### src/rtl/parking_slot_allocator_if.sv
// rtl/parking_slot_allocator_if.sv - entry/exit handshake and occupancy status bundle
interface parking_slot_allocator_if;
    logic       entry_req;
    logic       car_passed;
    logic       exit_valid;
    logic [7:0] exit_location;
    logic [7:0] park_location;
    logic       slot_valid;
    logic       entry_ack;
    logic       entry_reject;
    logic       entry_timeout;
    logic       exit_error;
    logic [7:0] parking_capacity;
    logic [3:0] free_count;
    logic       full;
    logic       empty;

    modport master (
        output entry_req, car_passed, exit_valid, exit_location,
        input  park_location, slot_valid, entry_ack, entry_reject, entry_timeout,
        input  exit_error, parking_capacity, free_count, full, empty
    );

    modport slave (
        input  entry_req, car_passed, exit_valid, exit_location,
        output park_location, slot_valid, entry_ack, entry_reject, entry_timeout,
        output exit_error, parking_capacity, free_count, full, empty
    );
endinterface

### src/rtl/parking_slot_allocator.sv
// rtl/parking_slot_allocator.sv - 8-slot entry/exit controller owning the occupancy bitmap
module parking_slot_allocator #(
    parameter int TIMEOUT = 16,
    parameter int TW      = 5
) (
    input logic                     clk,
    input logic                     rst,
    parking_slot_allocator_if.slave bus
);
    typedef enum logic [1:0] {IDLE, GRANT, REJECT, DONE} state_e;

    state_e        state_q;
    logic [TW-1:0] timer_q;
    logic [7:0]    park_q;
    logic [7:0]    cap_q;
    logic          sv_q, ack_q, rej_q, to_q, err_q;
    logic [3:0]    free_q;
    logic          full_q, empty_q;

    logic [7:0]    pick;
    logic          exit_legal;
    logic          commit;
    logic [7:0]    cap_d;
    logic [3:0]    free_d;

    always_comb begin
        // Lot priority: bits 4..7 ascending, then 3..0 descending
        pick = 8'h00;
        for (int i = 4; i < 8; i++) begin
            if (pick == 8'h00 && !cap_q[i]) pick[i] = 1'b1;
        end
        for (int i = 3; i >= 0; i--) begin
            if (pick == 8'h00 && !cap_q[i]) pick[i] = 1'b1;
        end

        exit_legal = bus.exit_valid && $onehot(bus.exit_location)
                     && ((bus.exit_location & cap_q) != 8'h00);
        commit     = (state_q == GRANT) && bus.car_passed;
        cap_d      = (cap_q | (commit ? park_q : 8'h00))
                     & ~(exit_legal ? bus.exit_location : 8'h00);

        free_d = 4'd0;
        for (int i = 0; i < 8; i++) begin
            free_d = free_d + {3'b000, ~cap_d[i]};
        end
    end

    always_ff @(posedge clk) begin
        if (rst) begin
            state_q <= IDLE;
            timer_q <= '0;
            park_q  <= 8'h00;
            cap_q   <= 8'h00;
            sv_q    <= 1'b0;
            ack_q   <= 1'b0;
            rej_q   <= 1'b0;
            to_q    <= 1'b0;
            err_q   <= 1'b0;
            free_q  <= 4'd8;
            full_q  <= 1'b0;
            empty_q <= 1'b1;
        end else begin
            cap_q   <= cap_d;
            free_q  <= free_d;
            full_q  <= (cap_d == 8'hFF);
            empty_q <= (cap_d == 8'h00);
            err_q   <= bus.exit_valid && !exit_legal;
            ack_q   <= 1'b0;
            rej_q   <= 1'b0;
            to_q    <= 1'b0;
            case (state_q)
                IDLE: begin
                    if (bus.entry_req) begin
                        if (cap_q != 8'hFF) begin
                            park_q  <= pick;
                            sv_q    <= 1'b1;
                            timer_q <= '0;
                            state_q <= GRANT;
                        end else begin
                            rej_q   <= 1'b1;
                            state_q <= REJECT;
                        end
                    end
                end
                GRANT: begin
                    // A car_passed on the final timeout cycle still commits
                    if (bus.car_passed) begin
                        ack_q   <= 1'b1;
                        park_q  <= 8'h00;
                        sv_q    <= 1'b0;
                        state_q <= DONE;
                    end else if (timer_q == TW'(TIMEOUT - 1)) begin
                        to_q    <= 1'b1;
                        park_q  <= 8'h00;
                        sv_q    <= 1'b0;
                        state_q <= DONE;
                    end else begin
                        timer_q <= timer_q + 1'b1;
                    end
                end
                REJECT, DONE: begin
                    if (!bus.entry_req) state_q <= IDLE;
                end
                default: state_q <= IDLE;
            endcase
        end
    end

    assign bus.park_location    = park_q;
    assign bus.slot_valid       = sv_q;
    assign bus.entry_ack        = ack_q;
    assign bus.entry_reject     = rej_q;
    assign bus.entry_timeout    = to_q;
    assign bus.exit_error       = err_q;
    assign bus.parking_capacity = cap_q;
    assign bus.free_count       = free_q;
    assign bus.full             = full_q;
    assign bus.empty            = empty_q;
endmodule

### src/flat_wrapper.sv
// flat-port wrapper written by rule: the top's interface ports become plain ports
module parking_slot_allocator_flat 
#(
    parameter int TIMEOUT = 16,
    parameter int TW      = 5
)
  (clk, rst, bus_entry_req, bus_car_passed, bus_exit_valid, bus_exit_location, bus_park_location, bus_slot_valid, bus_entry_ack, bus_entry_reject, bus_entry_timeout, bus_exit_error, bus_parking_capacity, bus_free_count, bus_full, bus_empty);
  parking_slot_allocator_if bus_i ();
  input logic clk;
  input logic rst;
  input wire logic [$bits(bus_i.entry_req)-1:0] bus_entry_req;
  input wire logic [$bits(bus_i.car_passed)-1:0] bus_car_passed;
  input wire logic [$bits(bus_i.exit_valid)-1:0] bus_exit_valid;
  input wire logic [$bits(bus_i.exit_location)-1:0] bus_exit_location;
  output wire logic [$bits(bus_i.park_location)-1:0] bus_park_location;
  output wire logic [$bits(bus_i.slot_valid)-1:0] bus_slot_valid;
  output wire logic [$bits(bus_i.entry_ack)-1:0] bus_entry_ack;
  output wire logic [$bits(bus_i.entry_reject)-1:0] bus_entry_reject;
  output wire logic [$bits(bus_i.entry_timeout)-1:0] bus_entry_timeout;
  output wire logic [$bits(bus_i.exit_error)-1:0] bus_exit_error;
  output wire logic [$bits(bus_i.parking_capacity)-1:0] bus_parking_capacity;
  output wire logic [$bits(bus_i.free_count)-1:0] bus_free_count;
  output wire logic [$bits(bus_i.full)-1:0] bus_full;
  output wire logic [$bits(bus_i.empty)-1:0] bus_empty;
  assign bus_i.entry_req = bus_entry_req;
  assign bus_i.car_passed = bus_car_passed;
  assign bus_i.exit_valid = bus_exit_valid;
  assign bus_i.exit_location = bus_exit_location;
  assign bus_park_location = bus_i.park_location;
  assign bus_slot_valid = bus_i.slot_valid;
  assign bus_entry_ack = bus_i.entry_ack;
  assign bus_entry_reject = bus_i.entry_reject;
  assign bus_entry_timeout = bus_i.entry_timeout;
  assign bus_exit_error = bus_i.exit_error;
  assign bus_parking_capacity = bus_i.parking_capacity;
  assign bus_free_count = bus_i.free_count;
  assign bus_full = bus_i.full;
  assign bus_empty = bus_i.empty;
  parking_slot_allocator #(.TIMEOUT(TIMEOUT), .TW(TW)) u_core (.clk(clk), .rst(rst), .bus(bus_i));
endmodule
### config.mk
export PLATFORM = sky130hd
export DESIGN_NAME = parking_slot_allocator_flat
export DESIGN_NICKNAME = d
export VERILOG_FILES = /design/src/rtl/parking_slot_allocator_if.sv /design/src/rtl/parking_slot_allocator.sv /design/src/flat_wrapper.sv
export SDC_FILE = /design/constraint.sdc
export NUM_CORES = 1
export LEC_CHECK = 0
export ABC_CLOCK_PERIOD_IN_PS = 12600
export CORE_ASPECT_RATIO = 0.5
export CORE_MARGIN = 3
export CORE_UTILIZATION = 54
export CTS_CLUSTER_SIZE = 24
export DETAILED_ROUTE_END_ITERATION = 10
export PLACE_DENSITY = 0.85
export SYNTH_ARGS = -nofsm -noshare
export SYNTH_HDL_FRONTEND = slang
export SYNTH_SLANG_ARGS = --single-unit
### constraint.sdc
create_clock -name clk -period 12.6 [get_ports clk]
set_input_delay 3.78 -clock clk [delete_from_list [all_inputs] [get_ports clk]]
set_output_delay 3.78 -clock clk [all_outputs]
set_load 0.03 [all_outputs]
# Yosys cells after proc, flatten, opt, wreduce, memory -nomap -nowiden
# Index checks and enable logic that the tools add are counted.
# op_classes
eq_ne	13
add_sub_neg	15
mux	34
reduce_logical	36
bitwise	15
# ops
operator	n
$mux W8	6
$add A4 B1 Y4	6
$mux W5	4
$and A8 B8 Y8	2
$pmux W8 S2	1
$mux W1	15
$add A4 B4 Y4	3
$logic_and A1 B1 Y1	11
$not A1 Y1	11
$add A1 B1 Y2	5
$mux W2	5
$pmux W5 S2	1
$eq A8 B8 Y1 const B	1
$logic_not A1 Y1	8
$logic_not A8 Y1	1
$ne A2 B2 Y1 const B	4
$ne A8 B8 Y1 const B	1
$not A8 Y8	1
$or A8 B8 Y8	1
$reduce_bool A8 Y1	1
$logic_not A7 Y1	1
$logic_not A6 Y1	1
$pmux W2 S3	1
$reduce_or A3 Y1	2
other kinds (17)	20
# word_totals
reg_bits	34
out_inout_bits	27
input_bits	13
word_cells	125

# Longest topological paths before layout
# Gate-level depths: netlist of run 1.
# depth
word_depth	24
depth_mapped	17

# Worst setup path before layout of run 1
# No wires, ideal clock.
# synth_timing
path_kind	in2reg
start	input port bus_exit_location[0]
end	register u_core.free_q[2], in the netlist u_core.bus.free_count[2]
arrival_ps	9007
path_buffers	0
required_ps	12472
cell_stages	17
setup_slack_ps	3466
path_cell_list	ha_1 fa_1 inv_1 fa_1 inv_1 ha_1 fa_1 nor4_1 and2_1 a21o_1 ha_1 fa_1 fa_1 fa_1 fa_1 xnor2_1 nor2_1
# synth_between
elab_chain_cells	17
word_cells_on_any_way	26
cone_classes	add/sub: 10; eq/ne: 1; mux: 1; bitwise: 11; reduce/logical: 3
# synth_rtl
element	line	text
start, declared	flat_wrapper.sv:14	input wire logic [$bits(bus_i.exit_location)-1:0] bus_exit_location;
$add A1 B1 Y2 (implied by the code)	parking_slot_allocator.sv:36	exit_legal = bus.exit_valid && $onehot(bus.exit_location)
$add A4 B4 Y4 (implied by the code) (2 in series)	parking_slot_allocator.sv:36	
$eq A4 B1 Y1	parking_slot_allocator.sv:36	
$logic_and A1 B1 Y1	parking_slot_allocator.sv:36	
$logic_and A1 B1 Y1	parking_slot_allocator.sv:37	&& ((bus.exit_location & cap_q) != 8'h00);
$mux W8 *	parking_slot_allocator.sv:40	& ~(exit_legal ? bus.exit_location : 8'h00);
$not A8 Y8 *	parking_slot_allocator.sv:40	
$and A8 B8 Y8 *	parking_slot_allocator.sv:40	
$not A1 Y1	parking_slot_allocator.sv:44	free_d = free_d + {3'b000, ~cap_d[i]};
$add A1 B1 Y2	parking_slot_allocator.sv:44	
$add A4 B1 Y4 (5 in series)	parking_slot_allocator.sv:44	
$add A4 B1 Y4 *	parking_slot_allocator.sv:44	
end signal, assigned	parking_slot_allocator.sv:64	free_q <= free_d;
end, declared	parking_slot_allocator.sv:17	logic [3:0] free_q;
# Every way passes the cells marked *; elsewhere a longest branch is shown, timed or not.
# A chain may end at the register's enable or synchronous reset.

# Worst setup path in the final report of run 1
# Ends and elaborated chain as after synthesis.

==> results.yml, run 1 <==
final_layout:
  area_delta_synth_final_pct: 28.1
  fin_util_pct: 74.2
  drive_gt1_share_pct: 8.85
  fin_nets: 258
  antennaDiodeCount: 0
  finalInstanceArea_sq_um: 2290
  final_cells: 266
clocking:
  cts-htree-levels: 2
  clock-sinks: 34
  cts_buffer_depth: 2
  clkLatencyLatePin_ps: 280
  ctsResizeCount: 0
  holdBufCountCts: 0
  cts-root-buf: "clkbuf_8"
  tritoncts: "done"
  cts_setup_buffers: 0
  numCtsBuffers: 5
  clk_pin_slew_ps: 60
logic_synthesis:
  synth_flop_cell: "dfxtp_1"
  ys_seq_elements: 34
  synth_edf_count: 0
  post-synth-top-count-cell: "dfxtp_1"
  synth_area_leader_cell: "dfxtp_1"
  ys_async_sr_fraction_pct: 0
  synth_top_area_share_pct: 38.1
  yosys-top-cells-area: "dfxtp_1 38%, fa_1 9.0%, ha_1 8.4%, a21oi_1 3.9%, nor2_1 3.6%"
  synth_common_cells: "34 x dfxtp_1, 17 x nor2_1, 16 x inv_1, 14 x a21oi_1, 12 x ha_1"
  syn_area_per_cell_sq_um: 9.70
  synthCells: 184
  ys_seq_area_share_pct: 38.1
  syn_nets: 217
  syn_area_sq_um: 1790
  synth.distinct_cells: 45
  ys_warn_count: 0
setup_path:
  path_class: "primary input to flop"
  critPathMaxFanout: 6
  cp.required_ps: 12760
  cp-end-kind: "flop"
  cp_common_cell: "fa_1"
  rr_worst_depth: 11
  worst_path_largest_cell_delay_ps: 740
  cp_cell_sequence: "clkdlybuf4s50_1 -> ha_1 -> fa_1 -> inv_1 -> fa_1 -> inv_1 -> ha_1 -> fa_1 -> nor4_1 -> and2_1 -> a21o_1 -> ha_1 -> fa_1 -> fa_1 -> fa_1 -> fa_1 -> xnor2_1 -> nor2_1"
  worstPathArrival_ps: 10030
  crit_path_start_kind: "primary input"
  crit_slowest_cell: "nor4_1"
routing:
  viasPerCell: 5.89
  ant_nets: 0
  routed-via-count: 1567
  drtIter0Drc: 114
  drtPass1Iterations: 4
  remaining_drc_errors: 0
  wirelength_um: 4220
  wl_per_cell_um: 15.9
floorplanning:
  fp-row-count: 14
  core_sq_um: 3080
  io_pins: 40
  die_h_um: 46.7
  initial_core_util_pct: 57.9
  die_w_um: 87.3
  dieArea_sq_um: 4070
timing:
  finalSetupViolCount: 0
  min_period_ps: 9860
  post-route-period-util_pct: 78.3
  slew_viol_final: 0
  setup_tns_ps: 0
  rsz0062_at_grt: "no"
  clock.fmax_mhz: 101
  worstMarginPinSlew_ps: 879
  slew_headroom_pct: 40.9
  finClkSkew_ps: 3.81
  hold_viol: 0
place:
  place_congestion: 0.856
  placedCellCount: 258
  io_buffers: 39
  hpwl_um: 3270
  placedInstanceArea_sq_um: 2200
min_path:
  hold_class: "flop to flop"
  min_path_cells: 1
flow_run:
  maxCapViolCount: 0
global_route:
  grt.total_usage_pct: 22.3
  grt_max_degree: 31
  grt_pass1_vias: 1510
  grt.overflow.total: 0
  antenna_found_initial: 0
  grt_pass1_wl_um: 6840
status:
  status: "completed"
power:
  leakage_nw: 0.893
  ir_drop_mv: 0.0657
  power.density_nw_per_um2: 105
-- logic make-up (layout without fill, tap and decap cells) --
| kind of cell | count (synthesis) | in the layout | synth area share [%] |
|---|---|---|---|
| AO/OA/AOI/OAI | 49 | 49 | 20.7 |
| XOR/XNOR | 1 | 1 | 0.491 |
| adder cells (fa/ha/maj) | 20 | 20 | 17.4 |
| buffers and inverters | 22 | 64 | 5.47 |
| flip-flops | 34 | 34 | 38.1 |
| AND/OR/NAND/NOR | 58 | 58 | 17.8 |
-- cell type report --
type	instances	area (sq um)
clock buffer	7	86.3
clock inverter	1	5.00
multi-input combinational	128	1010
inverter	16	60.1
sequential	34	681
timing repair buffer	40	398
fill	212	796
tap	40	50.0
-- flip-flops by register name (all words and copies together), names as in the netlist --
register	flops
u_core.bus.slot_valid	1
u_core.timer_q	5
u_core.bus.full	1
u_core.state_q	2
u_core.bus.entry_ack	1
u_core.bus.exit_error	1
u_core.bus.free_count	4
u_core.bus.parking_capacity	8
u_core.bus.empty	1
u_core.bus.park_location	8
u_core.bus.entry_timeout	1
u_core.bus.entry_reject	1
-- cells in the final DEF (no fill, tap or decap), drive strengths merged, types with 2 or more instances in the layout --
master,n
a211oi,2
a21o,5
a21oi,15
a22oi,5
a31o,6
a31oi,2
and2,2
and3,3
clkbuf,7
clkdlybuf4s50,39
dfxtp,34
fa,8
ha,12
inv,16
nand2,5
nand2b,4
nand3,3
nand4,3
nor2,17
nor2b,3
nor3,4
nor4,2
nor4b,2
o21ai,3
o2bb2ai,5
or2b,2
or3,3
-- worst max-delay path: cells and delay by family --
family,cells,cell delay [ps]
AOI/OAI and AO/OA,1,210
xor gates and xnor gates,1,160
adders and majority gates,10,4140
buffers and inverters,3,590
and+or+nand+nor,3,1140
-- per-stage QoR --
step / setup slack, ps / hold WS [ps] / total power [mW]
after floorplan: 3470 / 440 / 0.146
after global placement: 2790 / 467 / 0.160
after detailed placement: 2520 / 479 / 0.162
after CTS: 2800 / 495 / 0.242
after global routing: 2450 / 526 / 0.253
final: 2740 / 495 / 0.241
-- metal layers --
metal	GRT usage (%)	vias up	part of all wire [%]
li1	-	741	-
met1	28.3	756	43
met2	37.9	62	48
met3	5.71	8	7.9
met4	6.73	0	1.1
met5	0	-	0
-- power breakdown --
group	switching [mW]	total, mW	internal [mW]
sequential	0.00320	0.114	0.111
clock	0.0374	0.0814	0.0440
combinational	0.0251	0.0450	0.0200
total	0.0657	0.241	0.175
-- worst paths after layout --
check                                                    start  slack, ps                        to
worst max-delay path                      bus_exit_location[0]       2740  u_core.bus.free_count[2]
worst max register to register  u_core.bus.parking_capacity[2]       8720  u_core.bus.free_count[2]
worst min register to register               u_core.timer_q[0]        500         u_core.timer_q[0]
worst min-delay path                         u_core.timer_q[0]        500         u_core.timer_q[0]
(Power assumes the default switching activity.)
==> run 2: changes to the inputs <==
--- a/config.mk
+++ b/config.mk
@@ -5,13 +5,13 @@
 export SDC_FILE = /design/constraint.sdc
 export NUM_CORES = 1
 export LEC_CHECK = 0
-export ABC_CLOCK_PERIOD_IN_PS = 12600
+export ABC_CLOCK_PERIOD_IN_PS = 8300
 export CORE_ASPECT_RATIO = 0.5
 export CORE_MARGIN = 3
-export CORE_UTILIZATION = 54
+export CORE_UTILIZATION = 45
 export CTS_CLUSTER_SIZE = 24
 export DETAILED_ROUTE_END_ITERATION = 10
-export PLACE_DENSITY = 0.85
+export PLACE_DENSITY = 0.75
 export SYNTH_ARGS = -nofsm -noshare
 export SYNTH_HDL_FRONTEND = slang
 export SYNTH_SLANG_ARGS = --single-unit
==> constraint.sdc (replaced) <==
create_clock -name clk -period 8.3 [get_ports clk]
set_input_delay 2.49 -clock clk [delete_from_list [all_inputs] [get_ports clk]]
set_output_delay 2.49 -clock clk [all_outputs]
set_load 0.03 [all_outputs]
==> run 2 against run 1 <==
  * Clock power increased by 55%
  * Total power increased by 54%
  * Largest power group unchanged
  * Combinational power increased by 58%
  * Critical path depth unchanged
  * Critical endpoint unchanged
  * Via count decreased by 0.96%
==> results.yml, run 2 (same netlist as run 1, synthesis figures left out) <==
power:
  ir_drop_mv: 0.0757
  total_power_uw: 371
  leakage_nw: 0.904
  power.density_nw_per_um2: 160
clocking:
  cts_buffer_depth: 2
  numCtsBuffers: 5
  cts-root-buf: "clkbuf_8"
  tritoncts: "done"
  clock-sinks: 34
  ctsResizeCount: 0
  cts_setup_buffers: 0
  clk_pin_slew_ps: 70
  clkLatencyLatePin_ps: 290
  cts-htree-levels: 2
  holdBufCountCts: 0
timing:
  worstMarginPinSlew_ps: 431
  slew_viol_final: 0
  clock.fmax_mhz: 125
  finClkSkew_ps: 8.24
  post-route-period-util_pct: 96.2
  finalSetupViolCount: 0
  rsz0062_at_grt: "no"
  hold_viol: 0
  slew_headroom_pct: 71.0
  min_period_ps: 7980
  setup_tns_ps: 0
setup_path:
  critPathMaxFanout: 4
  worst_path_largest_cell_delay_ps: 540
  crit_path_start_kind: "primary input"
  crit_slowest_cell: "fa_1"
  cp_common_cell: "fa_1"
  crit_buf_inv: 3
  crit_family: "adder cells"
  worstPathArrival_ps: 8140
  path_class: "primary input to flop"
  cp-end-kind: "flop"
  cp.required_ps: 8460
  cp_cell_sequence: "clkdlybuf4s50_1 -> ha_1 -> fa_1 -> inv_1 -> fa_1 -> inv_1 -> ha_1 -> fa_1 -> nor4_1 -> and2_1 -> a21o_1 -> ha_1 -> fa_1 -> fa_1 -> fa_1 -> fa_1 -> xnor2_1 -> nor2_1"
place:
  io_buffers: 39
  place_congestion: 0.946
  hpwl_um: 3330
final_layout:
  area_delta_synth_final_pct: 29.7
  fin_nets: 260
  final_cell_mix: "39 x clkdlybuf4s50_1, 34 x dfxtp_1, 17 x nor2_1"
  layout.cells.most_common: "clkdlybuf4s50_1"
  antennaDiodeCount: 0
  drive_gt1_share_pct: 9.65
floorplanning:
  die_w_um: 95.1
  core_sq_um: 3620
  initial_core_util_pct: 49.3
  die_h_um: 50.5
  fp-row-count: 15
  io_pins: 40
  dieArea_sq_um: 4810
global_route:
  grt.total_usage_pct: 19.9
  grt.overflow.total: 0
  grt_pass1_wl_um: 7340
  grt_pass1_vias: 1544
  grt_max_degree: 31
  antenna_found_initial: 0
routing:
  met3WireLength_um: 259
  viasPerCell: 5.56
  wl_per_cell_um: 15.4
  wirelength_um: 4290
  top_layer_used: "met4"
  drtPass1Iterations: 4
  ant_nets: 0
  wl_met2_um: 2040
  remaining_drc_errors: 0
  drtIter0Drc: 89
  routed-via-count: 1552
  met1Wirelength_um: 1970
min_path:
  hold_class: "flop to flop"
flow_run:
  maxCapViolCount: 0
status:
  status: "completed"
==> run 2: changes by cell type in the layout (fill, tap and decap cells not counted), sizes merged <==
cell,change
buf,+2
==> run 2: metrics by stage <==
stage	instances	util [%]	hold slack, ps	instance area [sq um]	setup WS, ps
6_report	279	63.9	505	2320	319
5_1_grt	279	63.9	518	2320	35.6
4_1_cts	279	63.9	503	2320	303
3_5_place_dp	271	61.4	490	2220	20.2
3_3_place_gp	271	61.4	471	2220	226
2_1_floorplan	184	-	440	1790	456
==> run 2: layer usage <==
metal,vias up,global-route usage [%]
met5,-,0
met4,0,5.02
met3,4,5.24
met2,49,32.2
met1,758,26.4
li1,741,-
==> run 2: layout make-up <==
| class | instances | area, sq um |
|---|---|---|
| clock buffers | 7 | 86.3 |
| clock inverters | 1 | 5.00 |
| fillers | 332 | 1310 |
| inverters | 16 | 60.1 |
| multi-input cells | 128 | 1010 |
| flip-flops and latches | 34 | 681 |
| well taps | 51 | 63.8 |
| repair buffers | 42 | 413 |
==> run 2: final timing paths <==
| check | cells past startpoint | start | to | slack, ps |
|---|---|---|---|---|
| worst max-delay path | 18 | bus_exit_location[2] | u_core.bus.free_count[2] | 320 |
| worst min-delay path | 1 | u_core.bus.park_location[2] | u_core.bus.park_location[2] | 500 |
| worst max register to register | 11 | u_core.bus.parking_capacity[2] | u_core.bus.free_count[2] | 4430 |
| worst min register to register | 1 | u_core.bus.park_location[2] | u_core.bus.park_location[2] | 500 |
==> run 2: worst reg2reg max path, cell delays in order, from the launching register on <==
cell and delay (ps):
dfxtp_1 380, a22oi_1 230, nand4_1 280, and2_1 260, a21o_1 210, ha_1 310
fa_1 530, fa_1 450, fa_1 470, fa_1 390, xnor2_1 170, nor2_1 50
==> run 2: power breakdown <==
part,switching (mW),internal (mW)
Sequential,0.00482,0.169
Clock,0.0596,0.0669
Combinational,0.0391,0.0319
Total,0.104,0.268
